## config.mk

```make
export PLATFORM = sky130hd
export DESIGN_NAME = floating_point_hsvtorgb
export DESIGN_NICKNAME = d
export VERILOG_FILES = /design/src/rtl/fp_const_pkg.sv /design/src/rtl/fp_add.sv /design/src/rtl/fp_div.sv /design/src/rtl/fp_mul.sv /design/src/rtl/fp_sector.sv /design/src/rtl/fp_sub.sv /design/src/rtl/floating_point_hsvtorgb.sv
export SDC_FILE = /design/constraint.sdc
export NUM_CORES = 2
export LEC_CHECK = 0
export ABC_AREA = 1
export CAP_MARGIN = 20
export CORE_ASPECT_RATIO = 0.5
export CORE_UTILIZATION = 35
export DETAILED_ROUTE_END_ITERATION = 8
export PLACE_DENSITY = 0.46
export SLEW_MARGIN = 25
export SYNTH_ARGS = -nofsm -noshare
export SYNTH_HDL_FRONTEND = slang
export SYNTH_SLANG_ARGS = --single-unit
```

## constraint.sdc

```tcl
create_clock -name clk -period 16.6 [get_ports clk]
set_input_delay 1.66 -clock clk [delete_from_list [all_inputs] [get_ports clk]]
set_output_delay 1.66 -clock clk [all_outputs]
set_load 0.03 [all_outputs]
```

## src/rtl/fp_const_pkg.sv

```systemverilog
// Shared constants, FSM encoding and the common round/pack helper for the
// single-precision units used by the HSV-to-RGB converter.
package fp_const_pkg;

  localparam logic [31:0] FP_ZERO = 32'h0000_0000;
  localparam logic [31:0] FP_ONE  = 32'h3F80_0000;
  localparam logic [31:0] FP_60   = 32'h4270_0000;
  localparam logic [31:0] FP_255  = 32'h437F_0000;

  typedef enum logic [3:0] {
    S_IDLE   = 4'd0,
    S_C_MUL  = 4'd1,
    S_H_DIV  = 4'd2,
    S_SECT   = 4'd3,
    S_T_CALC = 4'd4,
    S_X_MUL  = 4'd5,
    S_M_SUB  = 4'd6,
    S_R_ADD  = 4'd7,
    S_G_ADD  = 4'd8,
    S_B_ADD  = 4'd9,
    S_R_SCL  = 4'd10,
    S_G_SCL  = 4'd11,
    S_B_SCL  = 4'd12,
    S_DONE   = 4'd13
  } state_t;

  // Round-to-nearest-even on a normalised 24-bit mantissa (hidden bit at [23]),
  // then pack. Underflow flushes to zero, overflow saturates to infinity.
  function automatic logic [31:0] fp_pack(input logic sgn, input logic signed [10:0] exp_i,
                                          input logic [23:0] mant, input logic grd,
                                          input logic stk);
    logic [24:0]        mr;
    logic signed [10:0] e;
    mr = {1'b0, mant} + {24'd0, grd & (stk | mant[0])};
    e  = exp_i;
    if (mr[24]) begin
      mr = mr >> 1;
      e  = e + 11'sd1;
    end
    if (e <= 11'sd0)        fp_pack = 32'd0;
    else if (e >= 11'sd255) fp_pack = {sgn, 8'hFF, 23'd0};
    else                    fp_pack = {sgn, e[7:0], mr[22:0]};
  endfunction

endpackage

```

## src/rtl/fp_add.sv

```systemverilog
// Combinational single-precision adder (normals and zero; denormals read as zero).
module fp_add
  import fp_const_pkg::*;
(
  input  logic [31:0] i_a,
  input  logic [31:0] i_b,
  output logic [31:0] o_y
);
  logic               w_swap;
  logic [31:0]        w_big, w_sml;
  logic [7:0]         w_d;
  logic [4:0]         w_sh, w_lz;
  logic [26:0]        w_mb, w_ms, w_nrm;
  logic [53:0]        w_shf;
  logic [27:0]        w_sum;
  logic signed [10:0] w_exp;

  // Align the smaller operand (with sticky), add or subtract, normalise, round
  always_comb begin
    w_swap = i_b[30:0] > i_a[30:0];
    w_big  = w_swap ? i_b : i_a;
    w_sml  = w_swap ? i_a : i_b;
    w_d    = w_big[30:23] - w_sml[30:23];
    w_sh   = (w_d > 8'd27) ? 5'd27 : w_d[4:0];
    w_mb   = {1'b1, w_big[22:0], 3'b000};
    w_shf  = {1'b1, w_sml[22:0], 3'b000, 27'd0} >> w_sh;
    w_ms   = w_shf[53:27] | {26'd0, |w_shf[26:0]};
    w_exp  = $signed({3'b000, w_big[30:23]});
    w_sum  = '0;
    w_nrm  = '0;
    w_lz   = '0;
    if (w_big[31] == w_sml[31]) begin
      w_sum = {1'b0, w_mb} + {1'b0, w_ms};
      if (w_sum[27]) begin
        w_nrm = {w_sum[27:2], w_sum[1] | w_sum[0]};
        w_exp = w_exp + 11'sd1;
      end else begin
        w_nrm = w_sum[26:0];
      end
    end else begin
      w_sum = {1'b0, w_mb - w_ms};
      for (int i = 0; i < 27; i++)
        if (w_sum[i]) w_lz = 5'(26 - i);
      w_nrm = w_sum[26:0] << w_lz;
      w_exp = w_exp - $signed({6'd0, w_lz});
    end
    if (i_a[30:23] == 8'd0)      o_y = i_b;
    else if (i_b[30:23] == 8'd0) o_y = i_a;
    else if (w_nrm == 27'd0)     o_y = FP_ZERO;
    else o_y = fp_pack(w_big[31], w_exp, w_nrm[26:3], w_nrm[2], |w_nrm[1:0]);
  end
endmodule

```

## src/rtl/fp_div.sv

```systemverilog
// Combinational single-precision divider; the divisor is assumed non-zero.
module fp_div
  import fp_const_pkg::*;
(
  input  logic [31:0] i_a,
  input  logic [31:0] i_b,
  output logic [31:0] o_y
);
  logic [48:0]        w_num, w_den;
  logic [25:0]        w_q;
  logic               w_rem_nz;
  logic signed [10:0] w_exp;

  assign w_num    = {1'b1, i_a[22:0], 25'd0};
  assign w_den    = {25'd0, 1'b1, i_b[22:0]};
  assign w_q      = 26'(w_num / w_den);
  assign w_rem_nz = (w_num % w_den) != 49'd0;

  // Mantissa ratio lies in (0.5,2): two normalisation cases
  always_comb begin
    w_exp = $signed({3'b000, i_a[30:23]}) - $signed({3'b000, i_b[30:23]}) + 11'sd126;
    if (i_a[30:23] == 8'd0) o_y = FP_ZERO;
    else if (w_q[25])
      o_y = fp_pack(i_a[31] ^ i_b[31], w_exp + 11'sd1, w_q[25:2], w_q[1], w_q[0] | w_rem_nz);
    else
      o_y = fp_pack(i_a[31] ^ i_b[31], w_exp, w_q[24:1], w_q[0], w_rem_nz);
  end
endmodule

```

## src/rtl/fp_mul.sv

```systemverilog
// Combinational single-precision multiplier (zero operand gives +0).
module fp_mul
  import fp_const_pkg::*;
(
  input  logic [31:0] i_a,
  input  logic [31:0] i_b,
  output logic [31:0] o_y
);
  logic [47:0]        w_prod;
  logic [23:0]        w_mant;
  logic               w_grd, w_stk;
  logic signed [10:0] w_exp;

  assign w_prod = {24'd0, 1'b1, i_a[22:0]} * {24'd0, 1'b1, i_b[22:0]};

  // Product lies in [1,4): pick the normalisation, then round and pack
  always_comb begin
    w_exp = $signed({3'b000, i_a[30:23]}) + $signed({3'b000, i_b[30:23]}) - 11'sd127;
    if (w_prod[47]) begin
      w_mant = w_prod[47:24];
      w_grd  = w_prod[23];
      w_stk  = |w_prod[22:0];
      w_exp  = w_exp + 11'sd1;
    end else begin
      w_mant = w_prod[46:23];
      w_grd  = w_prod[22];
      w_stk  = |w_prod[21:0];
    end
    if (i_a[30:23] == 8'd0 || i_b[30:23] == 8'd0) o_y = FP_ZERO;
    else o_y = fp_pack(i_a[31] ^ i_b[31], w_exp, w_mant, w_grd, w_stk);
  end
endmodule

```

## src/rtl/fp_sector.sv

```systemverilog
// Splits H' in [0,6] into integer sector k and float fraction f using pure
// shifts; k = 6 (h = 360) wraps to sector 0 with the same fraction bits.
module fp_sector
  import fp_const_pkg::*;
(
  input  logic [31:0] i_hp,
  output logic [2:0]  o_k,
  output logic [31:0] o_f
);
  logic [23:0] w_man;
  logic [1:0]  w_sh;
  logic [2:0]  w_int;
  logic [22:0] w_fb, w_fm;
  logic [4:0]  w_p;

  // Floor via mantissa shift, then renormalise the leftover fraction bits
  always_comb begin
    w_man = {1'b1, i_hp[22:0]};
    w_sh  = '0;
    w_int = '0;
    w_fb  = '0;
    w_fm  = '0;
    w_p   = '0;
    o_k   = 3'd0;
    o_f   = i_hp;
    if (i_hp[30:23] >= 8'd127 && i_hp[30:23] <= 8'd129) begin
      w_sh  = 2'(i_hp[30:23] - 8'd127);
      w_int = 3'(w_man >> (5'd23 - {3'd0, w_sh}));
      w_fb  = 23'(w_man << w_sh);
      for (int i = 0; i < 23; i++)
        if (w_fb[i]) w_p = 5'(i);
      w_fm  = w_fb << (5'd23 - w_p);
      o_k   = (w_int >= 3'd6) ? 3'd0 : w_int;
      o_f   = (w_fb == 23'd0) ? FP_ZERO : {1'b0, 8'(8'd104 + {3'd0, w_p}), w_fm};
    end
  end
endmodule

```

## src/rtl/fp_sub.sv

```systemverilog
// Combinational single-precision subtractor: a - b as a + (-b).
module fp_sub (
  input  logic [31:0] i_a,
  input  logic [31:0] i_b,
  output logic [31:0] o_y
);
  fp_add u_add (.i_a(i_a), .i_b({~i_b[31], i_b[30:0]}), .o_y(o_y));
endmodule

```

## src/rtl/floating_point_hsvtorgb.sv

```systemverilog
// HSV to RGB converter in IEEE single precision: a fixed 13-state sequence
// time-shares one adder, subtractor, multiplier and divider.
module floating_point_hsvtorgb
  import fp_const_pkg::*;
(
  input  logic        clk,
  input  logic        rst,
  input  logic [31:0] h,
  input  logic [31:0] s,
  input  logic [31:0] v,
  input  logic        data_val_in,
  output logic        ready,
  output logic [31:0] r,
  output logic [31:0] g,
  output logic [31:0] b,
  output logic        data_val_out
);
  state_t      r_state, w_next;
  logic [31:0] r_h, r_s, r_v, r_c, r_hp, r_f, r_t, r_x, r_m, r_sr, r_sg, r_sb;
  logic [31:0] r_r, r_g, r_b;
  logic [2:0]  r_k, w_k;
  logic [31:0] w_f, w_r1, w_g1, w_b1;
  logic [31:0] w_add_a, w_add_b, w_add_y, w_sub_a, w_sub_b, w_sub_y;
  logic [31:0] w_mul_a, w_mul_b, w_mul_y, w_div_a, w_div_b, w_div_y;

  fp_add    u_add    (.i_a(w_add_a), .i_b(w_add_b), .o_y(w_add_y));
  fp_sub    u_sub    (.i_a(w_sub_a), .i_b(w_sub_b), .o_y(w_sub_y));
  fp_mul    u_mul    (.i_a(w_mul_a), .i_b(w_mul_b), .o_y(w_mul_y));
  fp_div    u_div    (.i_a(w_div_a), .i_b(w_div_b), .o_y(w_div_y));
  fp_sector u_sector (.i_hp(r_hp), .o_k(w_k), .o_f(w_f));

  // State register
  always_ff @(posedge clk) begin
    if (rst) r_state <= S_IDLE;
    else     r_state <= w_next;
  end

  // Next state: wait in IDLE for a sample, otherwise step unconditionally
  always_comb begin
    w_next = r_state;
    case (r_state)
      S_IDLE:  if (data_val_in) w_next = S_C_MUL;
      S_DONE:  w_next = S_IDLE;
      default: w_next = state_t'(r_state + 4'd1);
    endcase
  end

  // FSM outputs
  always_comb begin
    ready        = (r_state == S_IDLE);
    data_val_out = (r_state == S_DONE);
  end

  // Pre-offset channel values for the current sector
  always_comb begin
    case (r_k)
      3'd1:    begin w_r1 = r_x;     w_g1 = r_c;     w_b1 = FP_ZERO; end
      3'd2:    begin w_r1 = FP_ZERO; w_g1 = r_c;     w_b1 = r_x;     end
      3'd3:    begin w_r1 = FP_ZERO; w_g1 = r_x;     w_b1 = r_c;     end
      3'd4:    begin w_r1 = r_x;     w_g1 = FP_ZERO; w_b1 = r_c;     end
      3'd5:    begin w_r1 = r_c;     w_g1 = FP_ZERO; w_b1 = r_x;     end
      default: begin w_r1 = r_c;     w_g1 = r_x;     w_b1 = FP_ZERO; end
    endcase
  end

  // Operand muxes for the shared arithmetic units
  always_comb begin
    w_mul_a = r_v;   w_mul_b = r_s;
    w_sub_a = r_v;   w_sub_b = r_c;
    w_add_a = r_m;   w_add_b = w_r1;
    w_div_a = r_h;   w_div_b = FP_60;
    case (r_state)
      S_X_MUL:  begin w_mul_a = r_c;  w_mul_b = r_t;    end
      S_R_SCL:  begin w_mul_a = r_sr; w_mul_b = FP_255; end
      S_G_SCL:  begin w_mul_a = r_sg; w_mul_b = FP_255; end
      S_B_SCL:  begin w_mul_a = r_sb; w_mul_b = FP_255; end
      S_T_CALC: begin w_sub_a = FP_ONE; w_sub_b = r_f;  end
      S_G_ADD:  w_add_b = w_g1;
      S_B_ADD:  w_add_b = w_b1;
      default:  ;
    endcase
  end

  // Intermediate results, each captured in the state that produces it
  always_ff @(posedge clk) begin
    case (r_state)
      S_IDLE: if (data_val_in) begin
        r_h <= h & 32'h7FFF_FFFF;
        r_s <= s & 32'h7FFF_FFFF;
        r_v <= v & 32'h7FFF_FFFF;
      end
      S_C_MUL:  r_c  <= w_mul_y;
      S_H_DIV:  r_hp <= w_div_y;
      S_SECT:   begin r_k <= w_k; r_f <= w_f; end
      S_T_CALC: r_t  <= r_k[0] ? w_sub_y : r_f;
      S_X_MUL:  r_x  <= w_mul_y;
      S_M_SUB:  r_m  <= w_sub_y;
      S_R_ADD:  r_sr <= w_add_y;
      S_G_ADD:  r_sg <= w_add_y;
      S_B_ADD:  r_sb <= w_add_y;
      default:  ;
    endcase
  end

  // Output registers hold the last completed result
  always_ff @(posedge clk) begin
    if (rst) begin
      r_r <= FP_ZERO;
      r_g <= FP_ZERO;
      r_b <= FP_ZERO;
    end else begin
      case (r_state)
        S_R_SCL: r_r <= w_mul_y;
        S_G_SCL: r_g <= w_mul_y;
        S_B_SCL: r_b <= w_mul_y;
        default: ;
      endcase
    end
  end

  assign r = r_r;
  assign g = r_g;
  assign b = r_b;
endmodule

```

After elaboration in Yosys (flattened, before gate mapping)
Index checks and enable logic that the tools add are counted.

Add/subtract/negate cells: 30. Multiply operators: 1. Divide/modulo/power cells: 2. $lt $le $gt $ge: 17. Eq/ne operators: 21. Shifts and indexed selects: 7. Muxes and demuxes: 149. Bitwise logic cells: 18. Reductions and logical operators: 29.

Operator list (number): two-way mux 32 bit (20); two-way mux 5 bit (66); one-hot mux 32 bit (2 select lines) (5); two-way mux 31 bit (7); two-way mux 11 bit (19); one-hot mux 32 bit (4 select lines) (1); adder 24 x 1 -> 25 bit (5); two-way mux 23 bit (5); two-way mux 27 bit (4); >> shifter 54 x 5 -> 54 bit (2); adder 11 x 2 -> 11 bit, second input constant (6); greater-than comparator 31 bit (2); adder 27 x 27 -> 28 bit (2); zero test 8 bit (7); greater-or-equal comparator 11 x 9 -> 1 bit, second input constant (5); <= comparator 11 x 1 -> 1 bit, second input constant (5); zero test 27 bit (2); OR 27 x 1 -> 27 bit (2); OR reduction 27 bit (2); << shifter 27 x 5 -> 27 bit (2); subtractor 27 bit (2); divider 49 x 24 -> 49 bit, second input constant (1); remainder unit 49 x 24 -> 49 bit, second input constant (1); nonzero test 49 bit (1); 49 further kinds (100).

Register bits: 484. Input bits: 99. Output and inout bits: 98. Logic and storage cells: 291.

Logic depth before layout (Yosys ltp)
Depth in word-level cells: 57. Depth in mapped cells: 129. Gate-level depth less buffers: 127.

Hierarchy
A second synthesis with hierarchy kept.

Cells, all modules: 19794. Area, all modules: 122113.4 um2.

Modules (own cells, without submodules): fp_div (times used 1, cells each 9476, area an instance 53965.5 um2, sequential area each 0.0 um2); fp_mul (times used 1, cells each 3501, area an instance 23930.5 um2, sequential area each 0.0 um2); fp_add (times used 2, cells each 2144, area an instance 10847.9 um2, sequential area each 0.0 um2); floating_point_hsvtorgb (times used 1, cells each 2006, area an instance 20059.2 um2, sequential area each 13533.0 um2); fp_sector (times used 1, cells each 522, area an instance 2458.6 um2, sequential area each 0.0 um2); fp_sub (times used 1, cells each 1, area an instance 3.8 um2, sequential area each 0.0 um2).

Least setup slack after synthesis
OpenSTA, ideal clock, no wires.

Kind: register -> register. Start: register r_state[1]. End: register r_c[10], data pin. Library setup time: 0.259 ns. Arrival time: 13.586 ns. Path slack: 2.755 ns. Stages on the path, launching flop included: 74. Buffers on the path: 5. Clock period less this slack: 13.845 ns. Cells stage by stage: dfxtp_1 -> inv_1 -> ha_1 -> inv_1 -> nor2_1 -> clkbuf_1 -> clkbuf_1 -> a22o_1 -> clkbuf_1 -> nand2_1 -> fa_1 -> fa_1 -> inv_1 -> fa_1 -> ha_1 -> fa_1 -> inv_1 -> fa_1 -> [... 38 more ...] -> nand3_1 -> nor3_1 -> inv_1 -> nor2_1 -> nand2_1 -> nor2_1 -> nand4_1 -> inv_1 -> nand3_1 -> nor3_1 -> nand2_1 -> xnor2_1 -> o21ai_0 -> nand2_1 -> nand2_1 -> clkinv_1 -> nand3_1 -> inv_1.

Cells in the longest elaborated chain, start to end: 15.

Ends and longest elaborated chain: start, declared (RTL line floating_point_hsvtorgb.sv:18) `state_t r_state, w_next;`; start signal, assigned (RTL line floating_point_hsvtorgb.sv:35) `else r_state <= w_next;`; == test 4 bit (RTL line floating_point_hsvtorgb.sv:72) `case (r_state)`; OR reduction 3 bit (no line); one-hot mux 32 bit (2 select lines) (RTL line floating_point_hsvtorgb.sv:72); multiplier 24 x 24 -> 48 bit (RTL line fp_mul.sv:14) `assign w_prod = {24'd0, 1'b1, i_a[22:0]} * {24'd0, 1'b1, i_b[22:0]};`; OR reduction 23 bit / OR reduction 22 bit (equally long branches) (RTL line fp_mul.sv:22, fp_mul.sv:27); two-way mux 1 bit (RTL line fp_mul.sv:19) `if (w_prod[47]) begin`; OR 1 bit (RTL line fp_const_pkg.sv:34) `mr = {1'b0, mant} + {24'd0, grd & (stk | mant[0])};`; bitwise AND 1 bit (RTL line fp_const_pkg.sv:34); adder 24 x 1 -> 25 bit (RTL line fp_const_pkg.sv:34); two-way mux 11 bit (RTL line fp_const_pkg.sv:36) `if (mr[24]) begin`; two-way mux 11 bit (RTL line fp_mul.sv:29) `if (i_a[30:23] == 8'd0 || i_b[30:23] == 8'd0) o_y = FP_ZERO;`; greater-or-equal comparator 11 x 9 -> 1 bit (RTL line fp_const_pkg.sv:41) `else if (e >= 11'sd255) fp_pack = {sgn, 8'hFF, 23'd0};`; two-way mux 31 bit (RTL line fp_const_pkg.sv:41); two-way mux 32 bit (RTL line fp_const_pkg.sv:40) `if (e <= 11'sd0) fp_pack = 32'd0;`; two-way mux 32 bit (*) (RTL line fp_mul.sv:29); net u_mul.o_y[10] (RTL line fp_mul.sv:7) `output logic [31:0] o_y`; end signal, assigned (RTL line floating_point_hsvtorgb.sv:92) `S_C_MUL: r_c <= w_mul_y;`; end, declared (RTL line floating_point_hsvtorgb.sv:19) `logic [31:0] r_h, r_s, r_v, r_c, r_hp, r_f, r_t, r_x, r_m, r_sr, r_sg, r_sb;`.

Mark *: on every way through the listed nets, which the timed path passes. The rest lies on a longest branch. The select of a mux whose other input is x is not followed. A chain may end at the register's enable or synchronous reset.

Worst setup path in the final report
Start: register r_state[1]. End: register r_sr[11], data pin.

Cells in the longest elaborated chain, start to end: 55.

Ends and longest elaborated chain: == test 4 bit (RTL line floating_point_hsvtorgb.sv:72); one-hot mux 32 bit (2 select lines) (*) (RTL line floating_point_hsvtorgb.sv:72); greater-than comparator 31 bit (RTL line fp_add.sv:20) `w_swap = i_b[30:0] > i_a[30:0];`; two-way mux 32 bit, on equally long branches (RTL line fp_add.sv:21, fp_add.sv:22); subtractor 8 bit (RTL line fp_add.sv:23) `w_d = w_big[30:23] - w_sml[30:23];`; greater-than comparator 8 x 5 -> 1 bit (RTL line fp_add.sv:24) `w_sh = (w_d > 8'd27) ? 5'd27 : w_d[4:0];`; two-way mux 5 bit (RTL line fp_add.sv:24); >> shifter 54 x 5 -> 54 bit (RTL line fp_add.sv:26) `w_shf = {1'b1, w_sml[22:0], 3'b000, 27'd0} >> w_sh;`; [... 40 more ...]; two-way mux 11 bit (RTL line fp_add.sv:47) `if (i_a[30:23] == 8'd0) o_y = i_b;`; greater-or-equal comparator 11 x 9 -> 1 bit (RTL line fp_const_pkg.sv:41); two-way mux 31 bit (RTL line fp_const_pkg.sv:41); two-way mux 32 bit (RTL line fp_const_pkg.sv:40); two-way mux 32 bit (RTL line fp_add.sv:49) `else if (w_nrm == 27'd0) o_y = FP_ZERO;`; two-way mux 32 bit (RTL line fp_add.sv:48) `else if (i_b[30:23] == 8'd0) o_y = i_a;`; two-way mux 32 bit (*) (RTL line fp_add.sv:47); net u_add.o_y[11] (RTL line fp_add.sv:7) `output logic [31:0] o_y`; end signal, assigned (RTL line floating_point_hsvtorgb.sv:98) `S_R_ADD: r_sr <= w_add_y;`; end, declared (RTL line floating_point_hsvtorgb.sv:19).

Marks and branches as above.

==> flow_metrics.tcl <==
set metrics [dict create \
    met3_length_mm 16.88 \
    period_share_pct 92.49 \
    vias 61660 \
    syn-instance-count 9296 \
    hp-class "flop to flop" \
    cp.arrival_ns 15.78 \
    htree_levels 2 \
    cts_tree "done" \
    synth_enable_flop_cells 382 \
    pin_count 197 \
    coreArea_mm2 0.1835 \
    finalHoldViolCount 0 \
    wl_per_cell_um 20.86 \
    postRouteAntennaNets 0 \
    fp.dieW_um 610.0 \
    synth_seq_cells 482 \
    netlist_area_mm2 0.06470 \
    cp_max_fo 32 \
    synth_top_cell_by_area "edfxtp_1" \
    hold_slack_ns 0.5214 \
    worst_slack_ns 1.246 \
    placed_cell_area_mm2 0.07021 \
    cts_num_sinks 482 \
    fin_crit_ns 15.35 \
    hp-start "r_state[0]$_SDFFE_PP0P_" \
    route.met2.wl_mm 104.2 \
    synth_top_flop_cell "edfxtp_1" \
    synth_area_leaders "edfxtp_1, fa_1, nand2_1" \
    async_flop_share_pct 0 \
    syn_area_per_cell_um2 6.960 \
    wl_met1_mm 124.7 \
    numCtsBuffers 55 \
    layout-area-overhead-vs-synth_pct 12.22 \
    grt_max_degree 97 \
    cap_violations 0 \
    worstMarginPinSlew_ns 0.9450 \
    fillers 19650 \
    grtUsageTotal_pct 26.21 \
    timing.critical_path.buf_inv 18 \
    place_congestion 0.9770 \
    path_clk_slew_ns 0.06 \
    rows 111 \
    maxClockFrequency_ghz 0.06513 \
    antenna_found_initial 17 \
    finalNetCount 10380 \
    cts_root_buffer "clkbuf_16" \
    dieArea_mm2 0.1867 \
    endpoint_kind "flop" \
    syn_nets 10270 \
    min_path_cells 2 \
    pre_cts_ws_ns 0.3997 \
    worst_path_largest_cell_delay_ns 0.52 \
    finalSetupViolations 0 \
    synth_cell_type_count 80 \
    r2r_cells 88 \
    final_cell_area_mm2 0.07261 \
    reg2reg_slack_ns 1.25 \
    grt_pass1_wl_mm 373.7 \
    cts_buffer_depth 3 \
    drt_iter0_markers 5766 \
    crit_start "r_state[1]$_SDFFE_PP0P_" \
    first_global_vias 57840 \
    drcViolationCount 0 \
    worstPathRequired_ns 17.03 \
    worst_path_max_delay_cell "a21oi_1" \
    drive_gt1_share_pct 7.164 \
    die_y_um 306.0 \
    clk_latency_ns 0.70 \
    grt_overflow_total 0 \
    status "complete, no violations" \
    r2r_end "r_sr[11]$_DFFE_PN_" \
    firstDrtPassIters 6 \
    rr_startpoint "r_state[1]$_SDFFE_PP0P_" \
    top_layer "met5" \
    start_util_pct 35.27 \
    totalWireLength_mm 249.1 \
    crit_top_cell "nand2_1" \
    skew_ns 0.06241 \
    yosysSeqAreaShare_pct 20.82 \
    dp_hpwl_mm 206.6 \
    cts_hold_buf 0 \
    yosys_warnings 0 \
    finish.utilization_pct 39.58 \
    maxSlewViolCount 0 \
    cp_top_family "compound AO/OA/AOI/OAI gates" \
    min_to "r_state[3]$_SDFFE_PP0P_" \
    portBuffers 193 \
    worst_setup_path_start_kind "flop" \
    synth_top_area_share_pct 17.73 \
    vias_per_cell 5.164 \
    maxSlewHeadroom_pct 36.93 \
    crit_type "flop to flop" \
]
per-layer routing:
layer	global-route usage, %	vias up
li1	-	30150
met1	40.75	29500
met2	39.33	1844
met3	3.180	162
met4	3.305	2
met5	0	-
final cells by class:
| type | count | area (um2) | share of cell area, % |
|---|---|---|---|
| Antenna cell | 4 | 10.01 | 0.01379 |
| Clock buffer | 62 | 1403 | 1.932 |
| Clock inverter | 40 | 430.4 | 0.5928 |
| Inverter | 1643 | 6186 | 8.519 |
| Multi-Input combinational cell | 6794 | 44140 | 60.79 |
| Sequential cell | 482 | 13470 | 18.56 |
| Tap cell | 2486 | 3110 | 4.284 |
| Timing Repair Buffer | 429 | 3859 | 5.314 |
how the worst max path moves through the flow:
| stage | endpoint | slack [ns] | cells past startpoint |
|---|---|---|---|
| finish | r_sr[11]$_DFFE_PN_ | 1.25 | 88 |
| global route | r_sr[15]$_DFFE_PN_ | -0.02 | 96 |
| CTS | r[27]$_SDFFE_PP0N_ | 0.38 | 71 |
| detailed placement | r[27]$_SDFFE_PP0N_ | 0.40 | 75 |
| global placement | r_sr[8]$_DFFE_PN_ | 0.44 | 82 |
| floorplan | r_c[10]$_DFFE_PN_ | 2.76 | 73 |
cells by family (layout without fill, tap and decap cells):
kind of cell,count (synthesis),after routing,share of synthesized area (%)
xor gates and xnor gates,238,238,3.222
adders and majority gates,874,874,22.55
other,0,4,0
AOI/OAI and AO/OA,1708,1708,15.06
muxes,23,23,0.3558
buffers and inverters,2021,2174,11.90
DFF,482,482,20.82
and+or+nand+nor,3950,3951,26.09
worst min-delay path: cells and delay by family, from the launching register on:
kind	cells	cell delay, ns
simple gates	1	0.10
compound gates	1	0.06
flops	1	0.36
cells in the final DEF (no fill, tap or decap), drive strengths merged, types with 236 or more instances in the layout:
master,synthesis,final
nand2,2491,2491
inv,1624,1631
o21ai,886,886
nor2,609,610
nand3,545,545
fa,487,487
a21oi,442,442
ha,387,387
edfxtp,382,382
buf,81,236
synthesized netlist by cell type, types with 72 or more instances:
master and n:
a21oi_1 437, clkbuf_1 294, dfxtp_1 100, edfxtp_1 382
fa_1 487, ha_1 387, inv_1 1586, nand2_1 2403
nand3_1 525, nand4_1 105, nor2_1 577, nor3_1 75
o21ai_0 807, o21ai_1 72, xor2_1 194
repair_timing:
action,in CTS,in global routing
setup buffers,0,9
gates resized for setup,0,114
setup endpoints to repair,0,320
stage by stage:
stage,std cells,TNS (ns)
floorplan,9296,0
global placement,11820,0
detailed placement,11820,0
CTS,11930,0
global route,11940,-0.05414
finish,11940,0
Power is not shown: default switching activity piles up to over one toggle a cycle in this logic, so the estimate is an artifact.
